<file path="config.mk">
export PLATFORM = sky130hd
export DESIGN_NAME = wb_stage_flat
export DESIGN_NICKNAME = d
export VERILOG_FILES = /design/src/rtl/wb_stage_if.sv /design/src/rtl/wb_stage.sv /design/src/flat_wrapper.sv
export SDC_FILE = /design/constraint.sdc
export NUM_CORES = 1
export LEC_CHECK = 0
export ABC_CLOCK_PERIOD_IN_PS = 4980
export BUFFER_PORTS_ARGS = -buffer_cell sky130_fd_sc_hd__buf_2
export CORE_ASPECT_RATIO = 0.5
export CORE_MARGIN = 4
export CORE_UTILIZATION = 24
export CTS_CLUSTER_SIZE = 16
export DETAILED_ROUTE_END_ITERATION = 7
export PLACE_DENSITY = 0.42
export SYNTH_ARGS = -nofsm -noshare
export SYNTH_HDL_FRONTEND = slang
export SYNTH_SLANG_ARGS = --single-unit
</file>
<file path="constraint.sdc">
create_clock -name clk -period 4.98 [get_ports clk]
set_input_delay 0.249 -clock clk [delete_from_list [all_inputs] [get_ports clk]]
set_output_delay 0.249 -clock clk [all_outputs]
set_load 0.02 [all_outputs]
</file>
<file path="src/rtl/wb_stage_if.sv">
// Write-back stage bus bundle.
//   master : pipeline/late-unit/hazard side driving into the stage
//   slave  : the wb_stage itself
// Groups the MEM/WB slot, the late-result handshake, the hazard query
// and the register-file write port.
interface wb_stage_if #(
  parameter int DW = 32,
  parameter int AW = 5
);
  // MEM/WB pipeline slot
  logic          wb_valid;
  logic          wb_regwrite;
  logic          wb_memtoreg;
  logic [AW-1:0] wb_waddr;
  logic [DW-1:0] wb_alu;
  logic [DW-1:0] wb_mem;
  logic [1:0]    wb_boff;
  logic [1:0]    wb_size;
  logic          wb_unsigned;
  // late result handshake
  logic          late_valid;
  logic [AW-1:0] late_waddr;
  logic [DW-1:0] late_data;
  logic          late_ready;
  // hazard query
  logic [AW-1:0] query_addr;
  logic          query_pending;
  // register-file write port
  logic          WriteReg;
  logic [AW-1:0] wAddr;
  logic [DW-1:0] wData;

  modport master (
    output wb_valid, wb_regwrite, wb_memtoreg, wb_waddr, wb_alu, wb_mem,
           wb_boff, wb_size, wb_unsigned, late_valid, late_waddr, late_data,
           query_addr,
    input  late_ready, query_pending, WriteReg, wAddr, wData
  );

  modport slave (
    input  wb_valid, wb_regwrite, wb_memtoreg, wb_waddr, wb_alu, wb_mem,
           wb_boff, wb_size, wb_unsigned, late_valid, late_waddr, late_data,
           query_addr,
    output late_ready, query_pending, WriteReg, wAddr, wData
  );
endinterface

</file>
<file path="src/rtl/wb_stage.sv">
// Write-back stage: drives the single register-file write port.
// Picks ALU result or extended load data for the pipeline slot, and merges
// late multi-cycle results through a small circular queue whenever the
// pipeline is not writing. Pipeline writes always win the port.
// Ports:
//   clk  - rising-edge clock
//   rst  - asynchronous active-low reset
//   bus  - wb_stage_if.slave (pipeline slot, late handshake, hazard query,
//          registered WriteReg/wAddr/wData)
module wb_stage #(
  parameter int DW     = 32,
  parameter int AW     = 5,
  parameter int QDEPTH = 2
) (
  input logic       clk,
  input logic       rst,
  wb_stage_if.slave bus
);
  localparam int PW = $clog2(QDEPTH);

  logic          q_vld_q  [QDEPTH];
  logic [AW-1:0] q_addr_q [QDEPTH];
  logic [DW-1:0] q_data_q [QDEPTH];
  logic [PW:0]   wr_ptr_q, rd_ptr_q;
  logic          we_q;
  logic [AW-1:0] waddr_q;
  logic [DW-1:0] wdata_q;

  logic [PW:0]   occ;
  logic          full, empty, pw, push, push_vld_d;
  logic [PW-1:0] wr_idx, rd_idx;
  logic [7:0]    ld_b;
  logic [15:0]   ld_h;
  logic [DW-1:0] ld_ext, wdata_d;
  logic          qp;

  // Extra pointer MSB separates full from empty at equal indices.
  assign occ    = wr_ptr_q - rd_ptr_q;
  assign full   = (occ == (PW+1)'(QDEPTH));
  assign empty  = (occ == '0);
  assign wr_idx = wr_ptr_q[PW-1:0];
  assign rd_idx = rd_ptr_q[PW-1:0];

  assign pw   = bus.wb_valid & bus.wb_regwrite & (bus.wb_waddr != '0);
  assign push = bus.late_valid & ~full;
  // $0 targets and results already superseded by this cycle's pipeline
  // write are accepted but parked invalid so they can never be written.
  assign push_vld_d = (bus.late_waddr != '0) &
                      ~(pw & (bus.late_waddr == bus.wb_waddr));

  // Little-endian lane extraction; half ignores boff[0].
  assign ld_b = bus.wb_mem[8*bus.wb_boff +: 8];
  assign ld_h = bus.wb_mem[16*bus.wb_boff[1] +: 16];

  always_comb begin
    ld_ext = bus.wb_mem;
    case (bus.wb_size)
      2'b00:   ld_ext = bus.wb_unsigned ? {{(DW-8){1'b0}}, ld_b}
                                        : {{(DW-8){ld_b[7]}}, ld_b};
      2'b01:   ld_ext = bus.wb_unsigned ? {{(DW-16){1'b0}}, ld_h}
                                        : {{(DW-16){ld_h[15]}}, ld_h};
      default: ld_ext = bus.wb_mem;
    endcase
  end

  assign wdata_d = bus.wb_memtoreg ? ld_ext : bus.wb_alu;

  // Popped entries have their valid cleared, so every set valid bit is a
  // live, still-to-be-written result.
  always_comb begin
    qp = 1'b0;
    for (int i = 0; i < QDEPTH; i++)
      if (q_vld_q[i] && q_addr_q[i] == bus.query_addr) qp = 1'b1;
    if (bus.query_addr == '0) qp = 1'b0;
  end

  always_ff @(posedge clk or negedge rst) begin
    if (!rst) begin
      we_q     <= 1'b0;
      waddr_q  <= '0;
      wdata_q  <= '0;
      wr_ptr_q <= '0;
      rd_ptr_q <= '0;
      for (int i = 0; i < QDEPTH; i++) begin
        q_vld_q[i]  <= 1'b0;
        q_addr_q[i] <= '0;
        q_data_q[i] <= '0;
      end
    end else begin
      if (pw) begin
        we_q    <= 1'b1;
        waddr_q <= bus.wb_waddr;
        wdata_q <= wdata_d;
        // Younger pipeline write supersedes any queued result to same reg.
        for (int i = 0; i < QDEPTH; i++)
          if (q_vld_q[i] && q_addr_q[i] == bus.wb_waddr) q_vld_q[i] <= 1'b0;
      end else if (!empty) begin
        // Invalidated head still pops, as a bubble.
        we_q <= q_vld_q[rd_idx];
        if (q_vld_q[rd_idx]) begin
          waddr_q <= q_addr_q[rd_idx];
          wdata_q <= q_data_q[rd_idx];
        end
        q_vld_q[rd_idx] <= 1'b0;
        rd_ptr_q        <= rd_ptr_q + (PW+1)'(1);
      end else begin
        we_q <= 1'b0;
      end
      // Push slot is never the popped one: push needs !full.
      if (push) begin
        q_vld_q[wr_idx]  <= push_vld_d;
        q_addr_q[wr_idx] <= bus.late_waddr;
        q_data_q[wr_idx] <= bus.late_data;
        wr_ptr_q         <= wr_ptr_q + (PW+1)'(1);
      end
    end
  end

  assign bus.late_ready    = ~full;
  assign bus.query_pending = qp;
  assign bus.WriteReg      = we_q;
  assign bus.wAddr         = waddr_q;
  assign bus.wData         = wdata_q;
endmodule
</file>
<file path="src/flat_wrapper.sv">
// flat-port wrapper written by rule: the top's interface ports become plain ports
module wb_stage_flat 
#(
  parameter int DW     = 32,
  parameter int AW     = 5,
  parameter int QDEPTH = 2
)
  (clk, rst, bus_wb_valid, bus_wb_regwrite, bus_wb_memtoreg, bus_wb_waddr, bus_wb_alu, bus_wb_mem, bus_wb_boff, bus_wb_size, bus_wb_unsigned, bus_late_valid, bus_late_waddr, bus_late_data, bus_query_addr, bus_late_ready, bus_query_pending, bus_WriteReg, bus_wAddr, bus_wData);
  wb_stage_if #(.DW(DW), .AW(AW)) bus_i ();
  input logic clk;
  input logic rst;
  input wire logic [$bits(bus_i.wb_valid)-1:0] bus_wb_valid;
  input wire logic [$bits(bus_i.wb_regwrite)-1:0] bus_wb_regwrite;
  input wire logic [$bits(bus_i.wb_memtoreg)-1:0] bus_wb_memtoreg;
  input wire logic [$bits(bus_i.wb_waddr)-1:0] bus_wb_waddr;
  input wire logic [$bits(bus_i.wb_alu)-1:0] bus_wb_alu;
  input wire logic [$bits(bus_i.wb_mem)-1:0] bus_wb_mem;
  input wire logic [$bits(bus_i.wb_boff)-1:0] bus_wb_boff;
  input wire logic [$bits(bus_i.wb_size)-1:0] bus_wb_size;
  input wire logic [$bits(bus_i.wb_unsigned)-1:0] bus_wb_unsigned;
  input wire logic [$bits(bus_i.late_valid)-1:0] bus_late_valid;
  input wire logic [$bits(bus_i.late_waddr)-1:0] bus_late_waddr;
  input wire logic [$bits(bus_i.late_data)-1:0] bus_late_data;
  input wire logic [$bits(bus_i.query_addr)-1:0] bus_query_addr;
  output wire logic [$bits(bus_i.late_ready)-1:0] bus_late_ready;
  output wire logic [$bits(bus_i.query_pending)-1:0] bus_query_pending;
  output wire logic [$bits(bus_i.WriteReg)-1:0] bus_WriteReg;
  output wire logic [$bits(bus_i.wAddr)-1:0] bus_wAddr;
  output wire logic [$bits(bus_i.wData)-1:0] bus_wData;
  assign bus_i.wb_valid = bus_wb_valid;
  assign bus_i.wb_regwrite = bus_wb_regwrite;
  assign bus_i.wb_memtoreg = bus_wb_memtoreg;
  assign bus_i.wb_waddr = bus_wb_waddr;
  assign bus_i.wb_alu = bus_wb_alu;
  assign bus_i.wb_mem = bus_wb_mem;
  assign bus_i.wb_boff = bus_wb_boff;
  assign bus_i.wb_size = bus_wb_size;
  assign bus_i.wb_unsigned = bus_wb_unsigned;
  assign bus_i.late_valid = bus_late_valid;
  assign bus_i.late_waddr = bus_late_waddr;
  assign bus_i.late_data = bus_late_data;
  assign bus_i.query_addr = bus_query_addr;
  assign bus_late_ready = bus_i.late_ready;
  assign bus_query_pending = bus_i.query_pending;
  assign bus_WriteReg = bus_i.WriteReg;
  assign bus_wAddr = bus_i.wAddr;
  assign bus_wData = bus_i.wData;
  wb_stage #(.DW(DW), .AW(AW), .QDEPTH(QDEPTH)) u_core (.clk(clk), .rst(rst), .bus(bus_i));
endmodule
</file>
* Word level (Yosys, flattened, before mapping)
Cells that the tools add are included.
** Word-level totals
- Register bits :: 118
- Bits of input ports :: 122
- Output and inout port bits :: 40
- Word-level logic and storage cells :: 95
** Operators by class
- $add $sub $neg :: 3
- $lt $le $gt $ge :: 4
- Equality and inequality tests :: 8
- Shift-type cells :: 2
- Muxes and demuxes :: 40
- Bitwise logic cells :: 13
- Reduce and logical (&&, ||, !) cells :: 14
** Operators by type and width (number)
- two-way mux 32 bit :: 10
- bitwise mux 64 bit :: 1
- one-hot mux 32 bit (2 select lines) :: 1
- two-way mux 5 bit :: 7
- demux 32 bit (select 1 bit) :: 1
- indexed part select 32 x 6 -> 16 bit :: 1
- indexed part select 32 x 6 -> 8 bit :: 1
- == test 5 bit :: 5
- two-way mux 1 bit :: 12
- bitwise mux 10 bit :: 1
- nonzero test 5 bit :: 2
- logical AND 1 bit :: 6
- two-way mux 2 bit :: 3
- AND 1 bit :: 5
- demux 5 bit (select 1 bit) :: 1
- logical NOT 5 bit :: 1
- adder 2 x 1 -> 2 bit (second input constant) :: 2
- greater-or-equal comparator 2 bit (second input constant) :: 2
- logical NOT 2 bit :: 2
- less-than comparator 2 x 1 -> 1 bit (second input constant) :: 2
- NOT 1 bit :: 4
- NOT 1 -> 2 bit :: 2
- AND reduction 2 bit :: 2
- AND 2 bit :: 1
- 8 further kinds :: 9

* Depth between registers and ports, before layout
Gate-level depths: netlist of run 1.
- Word-level depth :: 11
- Mapped depth :: 8
- Depth with buffers taken out :: 5

* Worst setup path before layout of run 1
Ideal clock, no wire load.
- Path kind :: input to register
- From :: input bus_wb_boff[1]
- To :: register u_core.wdata_q[20], in the netlist u_core.bus.wData[20]
- Setup time :: 0.138 ns
- Arrival :: 1.552 ns
- Data required time :: 4.842 ns
- Slack :: 3.290 ns
- Stages :: 7
- Path buffers :: 2
- Cell sequence :: buf_2 mux2_4 a2bb2oi_1 nor4_2 buf_2 a2111oi_0 a21oi_1
** On the way
- Word-level cells in the longest chain between the ends :: 5
- Elaborated cells between the ends (all ways) :: 7
- Those cells by class :: 2 x shift; 5 x mux
** Ends and longest elaborated chain
- start, declared :: line flat_wrapper.sv:18 : input wire logic [$bits(bus_i.wb_boff)-1:0] bus_wb_boff;
- indexed part select 32 x 6 -> 16 bit / indexed part select 32 x 6 -> 8 bit (equally long branches) :: line wb_stage.sv:53, wb_stage.sv:52
- two-way mux 32 bit (on tied branches) :: line wb_stage.sv:60, wb_stage.sv:58
- one-hot mux 32 bit (2 select lines) * :: line wb_stage.sv:57 : case (bus.wb_size)
- two-way mux 32 bit * :: line wb_stage.sv:66 : assign wdata_d = bus.wb_memtoreg ? ld_ext : bus.wb_alu;
- two-way mux 32 bit * :: line wb_stage.sv:90 : if (pw) begin
- end signal, assigned :: line wb_stage.sv:93 : wdata_q <= wdata_d;
- end signal, assigned :: line wb_stage.sv:102 : wdata_q <= q_data_q[rd_idx];
- end, declared :: line wb_stage.sv:27 : logic [DW-1:0] wdata_q;
Mark *: on every way between the ends. The rest lies on a longest branch, timed or not.
A chain may end at the register's enable or synchronous reset.

* Worst setup path after layout of run 1
- From :: register u_core.rd_ptr_q[0]
- To :: register u_core.waddr_q[3], in the netlist u_core.bus.wAddr[3]
** On the way
- Word-level cells in the longest chain between the ends :: 7
- Elaborated cells between the ends (all ways) :: 15
- Those cells by class :: 1 x add/sub; 1 x eq/ne; 9 x mux; 1 x bitwise; 3 x reduce/logical
** Ends and longest elaborated chain
- start, declared :: line wb_stage.sv:24 : logic [PW:0] wr_ptr_q, rd_ptr_q;
- start signal, assigned :: line wb_stage.sv:105 : rd_ptr_q <= rd_ptr_q + (PW+1)'(1);
- NOT 1 -> 2 bit (implied by the code) :: line wb_stage.sv:100, wb_stage.sv:101
- two-way mux 5 bit (implied by the code) (3 in a row) :: line wb_stage.sv:101 : waddr_q <= q_addr_q[rd_idx];
- two-way mux 5 bit :: line wb_stage.sv:100 : if (q_vld_q[rd_idx]) begin
- two-way mux 5 bit :: line wb_stage.sv:97 : end else if (!empty) begin
- two-way mux 5 bit :: line wb_stage.sv:90
- end signal, assigned :: line wb_stage.sv:92 : waddr_q <= bus.wb_waddr;
- end signal, assigned :: line wb_stage.sv:101
- end, declared :: line wb_stage.sv:26 : logic [AW-1:0] waddr_q;
Parallel ways exist; a longest one is shown, timed or not. The select of a mux whose other input is x is not followed.

==> results.py, run 1 <==
metrics = {
    "sta": {
        "setup_viol": 0,
        "min_period_ns": 2.561,
        "slew_violations": 0,
        "fin_tns_setup_ns": 0,
        "grt_setup_unrepaired": "false",
        "tightestPinTransition_ns": 1.160,
        "fmax_ghz": 0.3905,
        "period_share_pct": 51.42,
        "maxSlewHeadroom_pct": 22.40,
        "holdWs_ns": 0.06185,
        "hold_viol_final": 0,
        "finClkSkew_ns": 0.01099,
    },
    "placed_design": {
        "port_buffers": 161,
        "gp_congestion": 0.7928,
        "dp_hpwl_um": 15240,
    },
    "drt": {
        "ant_nets": 0,
        "routedWlPerCell_um": 19.30,
        "routed_via_density": 4.694,
        "drt-initial-drc-count": 319,
        "via_count": 5224,
        "dr.pass1.iters": 5,
        "wl_um": 21480,
        "drc": 0,
    },
    "synth": {
        "postSynthAreaPerCell_um2": 10.45,
        "synth_edf_count": 0,
        "synth-seq-cells": 118,
        "ys_async_sr_fraction_pct": 100.0,
        "seq_area_frac_synth_pct": 46.17,
        "synth_nets": 734,
        "syn_inst": 612,
        "ys_types": 48,
        "synth.cell_area_um2": 6396,
        "yosysWarnings": 0,
        "synth_top_flop_cell": "dfrtp_1",
    },
    "floorplanning": {
        "dieArea_um2": 29480,
        "fp.coreArea_um2": 25700,
        "io_pins": 162,
        "fp.dieW_um": 238.9,
        "dieHeight_um": 123.4,
        "core.rowCount": 41,
        "start_util_pct": 24.89,
    },
    "hold_path": {
        "worst_hold_path.num_cells": 2,
        "hp-class": "input pin to register",
        "min_to": "u_core.q_data_q[24]",
        "holdCritStartpoint": "bus_late_data[24]",
    },
    "worst_setup_path": {
        "critical-path-top-delay-family": "compound AO/OA/AOI/OAI gates",
        "crit_path_end_kind": "register",
        "r2r_start": "u_core.rd_ptr_q[0]",
        "ff2ff_path_depth": 5,
        "worst_path_max_delay_cell": "a21oi_4",
        "start_kind": "register",
        "path_cells": "xnor2_1, a21oi_4, buf_4, or2_1, o221a_1",
        "regToRegEndpoint": "u_core.bus.wAddr[3]",
        "cpPeakStageDelay_ns": 0.76,
        "worstPathMaxFanout": 40,
        "critPathKind": "register to register",
        "cp.required_ns": 5.34,
        "r2r_slack_ns": 2.42,
        "cp.arrival_ns": 2.92,
        "critical_path_buf_inv_count": 1,
    },
    "layout": {
        "syn_to_final_growth_pct": 27.05,
        "nets": 874,
        "seq_area_um2": 2954,
        "fill_cells": 2664,
        "layout_commonest_cell": "buf_2",
        "final_cell_mix": "160 x buf_2, 117 x dfrtp_1, 74 x mux2_2, 63 x nand2_1, 50 x o21ai_0",
        "multi_input_area_um2": 3208,
        "drive_above_1_share_pct": 38.04,
    },
    "job": {
        "drv_cap": 0,
    },
    "clock_network": {
        "clockRootBuffer": "clkbuf_16",
        "cts_setup_buffers": 0,
        "cts_made_buffers": 17,
        "htree_levels": 4,
        "cts_tree": "built",
        "cts_sinks": 118,
        "insertion_delay_ns": 0.43,
        "cts_buffer_depth": 2,
        "clkTransAtPathRegs_ns": 0.06,
    },
    "global_routing": {
        "grt_max_degree": 64,
        "antenna_found_initial": 4,
        "overflow": 0,
        "track_usage_pct": 14.64,
        "grt_pass1_wl_um": 32440,
        "grt_pass1_vias": 5494,
    },
    "power_and_ir_drop": {
        "cellLeakagePower_nw": 3.569,
        "ir_worst_vdd_v": 0.0002224,
        "power_density_nw_per_um2": 657.4,
    },
    "status": {
        "status": "completed",
    },
}
## worst max path at each step
stage / end / slack (ns) / from / depth (start not counted)
5_1_grt: u_core.bus.wData[1] / 2.20 / u_core.rd_ptr_q[0] / 6
3_3_place_gp: u_core.bus.wData[21] / 2.25 / bus_wb_memtoreg / 6
6_report: u_core.bus.wAddr[3] / 2.42 / u_core.rd_ptr_q[0] / 5
3_5_place_dp: u_core.bus.wData[18] / 2.21 / bus_wb_memtoreg / 6
4_1_cts: u_core.q_data_q[52] / 2.33 / u_core.wr_ptr_q[1] / 4
2_1_floorplan: u_core.bus.wData[20] / 3.29 / bus_wb_boff[1] / 7
## synth_stat cells (all sizes together), types with 4 or more instances
master   number  area (um2)
a2111oi      19       166.4
a21oi        41       205.2
a22oi         8       60.06
a31oi         8       50.05
and3         13       86.33
buf          28       156.4
clkbuf       19       71.32
dfrtp       118        2953
inv           9       33.78
mux2         75       848.3
mux2i        41       410.4
nand2        63       236.5
nand3         4       20.02
nor2         22       82.58
nor2b         9       56.30
nor3         10       50.05
o21ai        52       260.2
o21ba         8       86.34
o221ai        7       61.31
xnor2        11       96.34
xor2         18       157.7
## metal layers
| metal | global-route usage, % | part of all wire [%] |
|---|---|---|
| met1 | 17.05 | 42 |
| met2 | 26.12 | 52 |
| met3 | 3.766 | 3.2 |
| met4 | 5.686 | 2.1 |
| met5 | 0 | 0 |
## what timing repair did
| item | in CTS | in global routing |
|---|---|---|
| hold buffers | 1 | 0 |
| resized for setup | 0 | 0 |
| hold endpoints to repair | 62 | 0 |
## final cells by class
cell class	count	share of cell area [%]
multi-input cells	437	39.48
clock inverters	13	2.094
inverters	10	0.4619
clock buffers	19	5.574
flip-flops and latches	118	36.35
diodes	4	0.1232
repair buffers	168	10.62
well taps	344	5.296
## sequential cells by signal (all words and copies together) (netlist names)
register,cells
u_core.q_data_q,64
u_core.wr_ptr_q,2
u_core.rd_ptr_q,2
u_core.bus.WriteReg,1
u_core.q_vld_q,2
u_core.bus.wAddr,5
u_core.bus.wData,32
u_core.q_addr_q,10
## kinds of logic (layout without fill, tap and decap cells)
family / Yosys count / count (layout) / synth area share (%)
other: 0 / 4 / 0
XOR/XNOR: 29 / 29 / 3.971
AND/OR/NAND/NOR: 134 / 134 / 9.879
AO/OA/AOI/OAI: 157 / 157 / 15.81
flip-flops: 118 / 118 / 46.17
multiplexers: 117 / 117 / 20.03
buffers and inverters: 57 / 210 / 4.147
## per-stage QoR
| step | instances | worst slack [ns] | util [%] | instance area, um2 | total power, mW |
|---|---|---|---|---|---|
| after floorplan | 612 | 3.290 | - | 6396 | 3.380 |
| after global placement | 1076 | 2.250 | 29.12 | 7483 | 4.065 |
| after detailed placement | 1076 | 2.207 | 29.12 | 7483 | 4.094 |
| after CTS | 1109 | 2.332 | 31.58 | 8117 | 5.429 |
| after global routing | 1113 | 2.198 | 31.62 | 8127 | 5.717 |
| final | 1113 | 2.419 | 31.62 | 8127 | 5.342 |
## worst reg2reg max path, cell delays in order (launching register included)
cell     delay, ns
dfrtp_2       0.62
xnor2_1       0.20
a21oi_4       0.76
buf_4         0.50
or2_1         0.24
o221a_1       0.19
## report_power, final
| group | internal [mW] | total, mW | switching [mW] |
|---|---|---|---|
| clock network | 0.819 | 1.31 | 0.488 |
| registers | 1.47 | 1.81 | 0.342 |
| logic | 0.992 | 2.23 | 1.23 |
Note: power is estimated with default switching activity, not from simulation.
==> inputs of run 2 (changes only) <==
--- a/config.mk
+++ b/config.mk
@@ -5,7 +5,7 @@
 export SDC_FILE = /design/constraint.sdc
 export NUM_CORES = 1
 export LEC_CHECK = 0
-export ABC_CLOCK_PERIOD_IN_PS = 4980
+export ABC_CLOCK_PERIOD_IN_PS = 2600
 export BUFFER_PORTS_ARGS = -buffer_cell sky130_fd_sc_hd__buf_2
 export CORE_ASPECT_RATIO = 0.5
 export CORE_MARGIN = 4
==> constraint.sdc (replaced) <==
create_clock -name clk -period 2.6 [get_ports clk]
set_input_delay 0.13 -clock clk [delete_from_list [all_inputs] [get_ports clk]]
set_output_delay 0.13 -clock clk [all_outputs]
set_load 0.02 [all_outputs]
==> results.py, run 2 (synthesis results as in run 1) <==
metrics = {
    "drt": {
        "wl_um": 21640,
        "ant_nets": 0,
        "routedWlPerCell_um": 18.64,
        "drc": 0,
        "via_count": 5394,
        "routed_via_density": 4.646,
        "dr.pass1.iters": 4,
        "drt-initial-drc-count": 295,
    },
    "power_and_ir_drop": {
        "pwr-share-comb_pct": 43.7,
        "power_mw": 10.25,
        "pwr-share-clk_pct": 22.9,
        "seqPwrFrac_pct": 33.3,
        "switching_share_pct": 38.71,
        "power_density_nw_per_um2": 1189,
        "ir_worst_vdd_v": 0.0004885,
        "cellLeakagePower_nw": 3.799,
        "internal-power_mw": 6.285,
        "power_switching_mw": 3.969,
    },
    "sta": {
        "grt_setup_unrepaired": "false",
        "finClkSkew_ns": 0.009721,
        "hold_viol_final": 0,
        "maxSlewHeadroom_pct": 49.73,
        "fin_tns_setup_ns": 0,
        "tightestPinTransition_ns": 0.7541,
        "slew_violations": 0,
        "fmax_ghz": 0.5147,
        "setup_slack_ns": 0.6572,
        "period_share_pct": 74.72,
        "setup_viol": 0,
        "min_period_ns": 1.943,
    },
    "clock_network": {
        "htree_levels": 4,
        "cts_setup_buffers": 0,
        "cts_made_buffers": 17,
        "clockRootBuffer": "clkbuf_16",
        "cts_buffer_depth": 2,
        "cts_tree": "built",
        "cts_sinks": 118,
        "cts-hold-fix-buffers": 43,
        "cts-resized-gates": 0,
        "clkTransAtPathRegs_ns": 0.06,
        "insertion_delay_ns": 0.42,
    },
    "floorplanning": {
        "fp.coreArea_um2": 25700,
        "core.rowCount": 41,
        "dieHeight_um": 123.4,
        "start_util_pct": 24.89,
        "dieArea_um2": 29480,
        "fp.dieW_um": 238.9,
        "io_pins": 162,
    },
    "worst_setup_path": {
        "worstPathMaxFanout": 24,
        "start_kind": "input pin",
        "cp.arrival_ns": 2.23,
        "crit_path_end_kind": "register",
        "critPathKind": "input pin to register",
        "startpoint": "bus_wb_waddr[1]",
        "cp.required_ns": 2.88,
        "endpoint": "u_core.q_vld_q[1]",
        "ff2ff_path_depth": 5,
        "r2r_start": "u_core.wr_ptr_q[1]",
        "regToRegEndpoint": "u_core.q_data_q[3]",
        "r2r_slack_ns": 0.68,
    },
    "layout": {
        "nets": 925,
        "largest-register": "u_core.q_data_q",
        "drive_above_1_share_pct": 36.76,
        "finish.utilization_pct": 33.56,
        "layout_commonest_cell": "buf_2",
        "final_cells": 1161,
        "fill_cells": 2647,
        "syn_to_final_growth_pct": 34.84,
        "final_cell_mix": "160 x buf_2, 117 x dfrtp_1, 74 x mux2_2, 63 x nand2_1, 50 x o21ai_0",
        "largest_register_ffs": 64,
    },
    "job": {
        "drv_cap": 0,
    },
    "placed_design": {
        "port_buffers": 161,
        "gp_congestion": 0.8007,
        "placed_cells": 1085,
        "dp_hpwl_um": 15390,
        "dp_slack_ns": 0.2891,
    },
    "global_routing": {
        "antenna_found_initial": 1,
        "grt_pass1_vias": 5793,
        "track_usage_pct": 15.24,
        "overflow": 0,
        "grt_pass1_wl_um": 34130,
        "grt_max_degree": 60,
    },
    "status": {
        "status": "completed",
    },
    "hold_path": {
        "hp-class": "input pin to register",
    },
}
run 2: per-layer routing:
metal  share of wire, %  vias up  GRT usage [%]
met2                 52       62          27.18
li1                   -     2612              -
met1                 43     2698          18.43
met3                3.2       22          3.477
met5                  0        -              0
met4                1.7        0          4.926
run 2: per-stage QoR:
step	cell area (um2)	hold slack (ns)
2_1_floorplan	6396	-0.1656
3_3_place_gp	7614	0.2248
3_5_place_dp	7614	0.2299
4_1_cts	8622	0.002100
5_1_grt	8625	0.01497
6_report	8625	0.01366
run 2: final cells by class:
class,count,area (um2),share of cell area [%]
inverter,10,37.54,0.4352
clock buffer,17,425.4,4.933
timing repair buffer,219,1414,16.39
clock inverter,15,152.6,1.770
antenna,1,2.502,0.02901
multi-input combinational,437,3208,37.20
sequential,118,2954,34.25
tap,344,430.4,4.991
run 2: worst min path at each step:
stage	depth (start not counted)	startpoint	slack, ns	endpoint
after global routing	2	bus_late_waddr[4]	0.01	u_core.q_addr_q[9]
after detailed placement	1	rst	0.23	u_core.bus.wData[18]
after CTS	3	bus_wb_alu[7]	0.002	u_core.bus.wData[7]
after global placement	1	rst	0.22	u_core.bus.wData[18]
after floorplan	0	rst	-0.17	u_core.bus.WriteReg
final	2	bus_late_waddr[4]	0.01	u_core.q_addr_q[9]
run 2: worst max-delay path: stages:
cell and delay [ns]:
dlygate4sd3_1 0.54, buf_2 0.17, or4_4 0.57, o21ba_4 0.31
o311ai_0 0.38, mux2i_1 0.13
run 2: power by group through the flow:
stage          sequential [mW]  clock [mW]  combinational [mW]
3_5_place_dp              3.45           0                4.52
5_1_grt                   3.54        2.51                4.98
4_1_cts                   3.43        2.42                4.58
3_3_place_gp              3.43           0                4.46
2_1_floorplan             3.63           0                2.84
6_report                  3.42        2.35                4.48
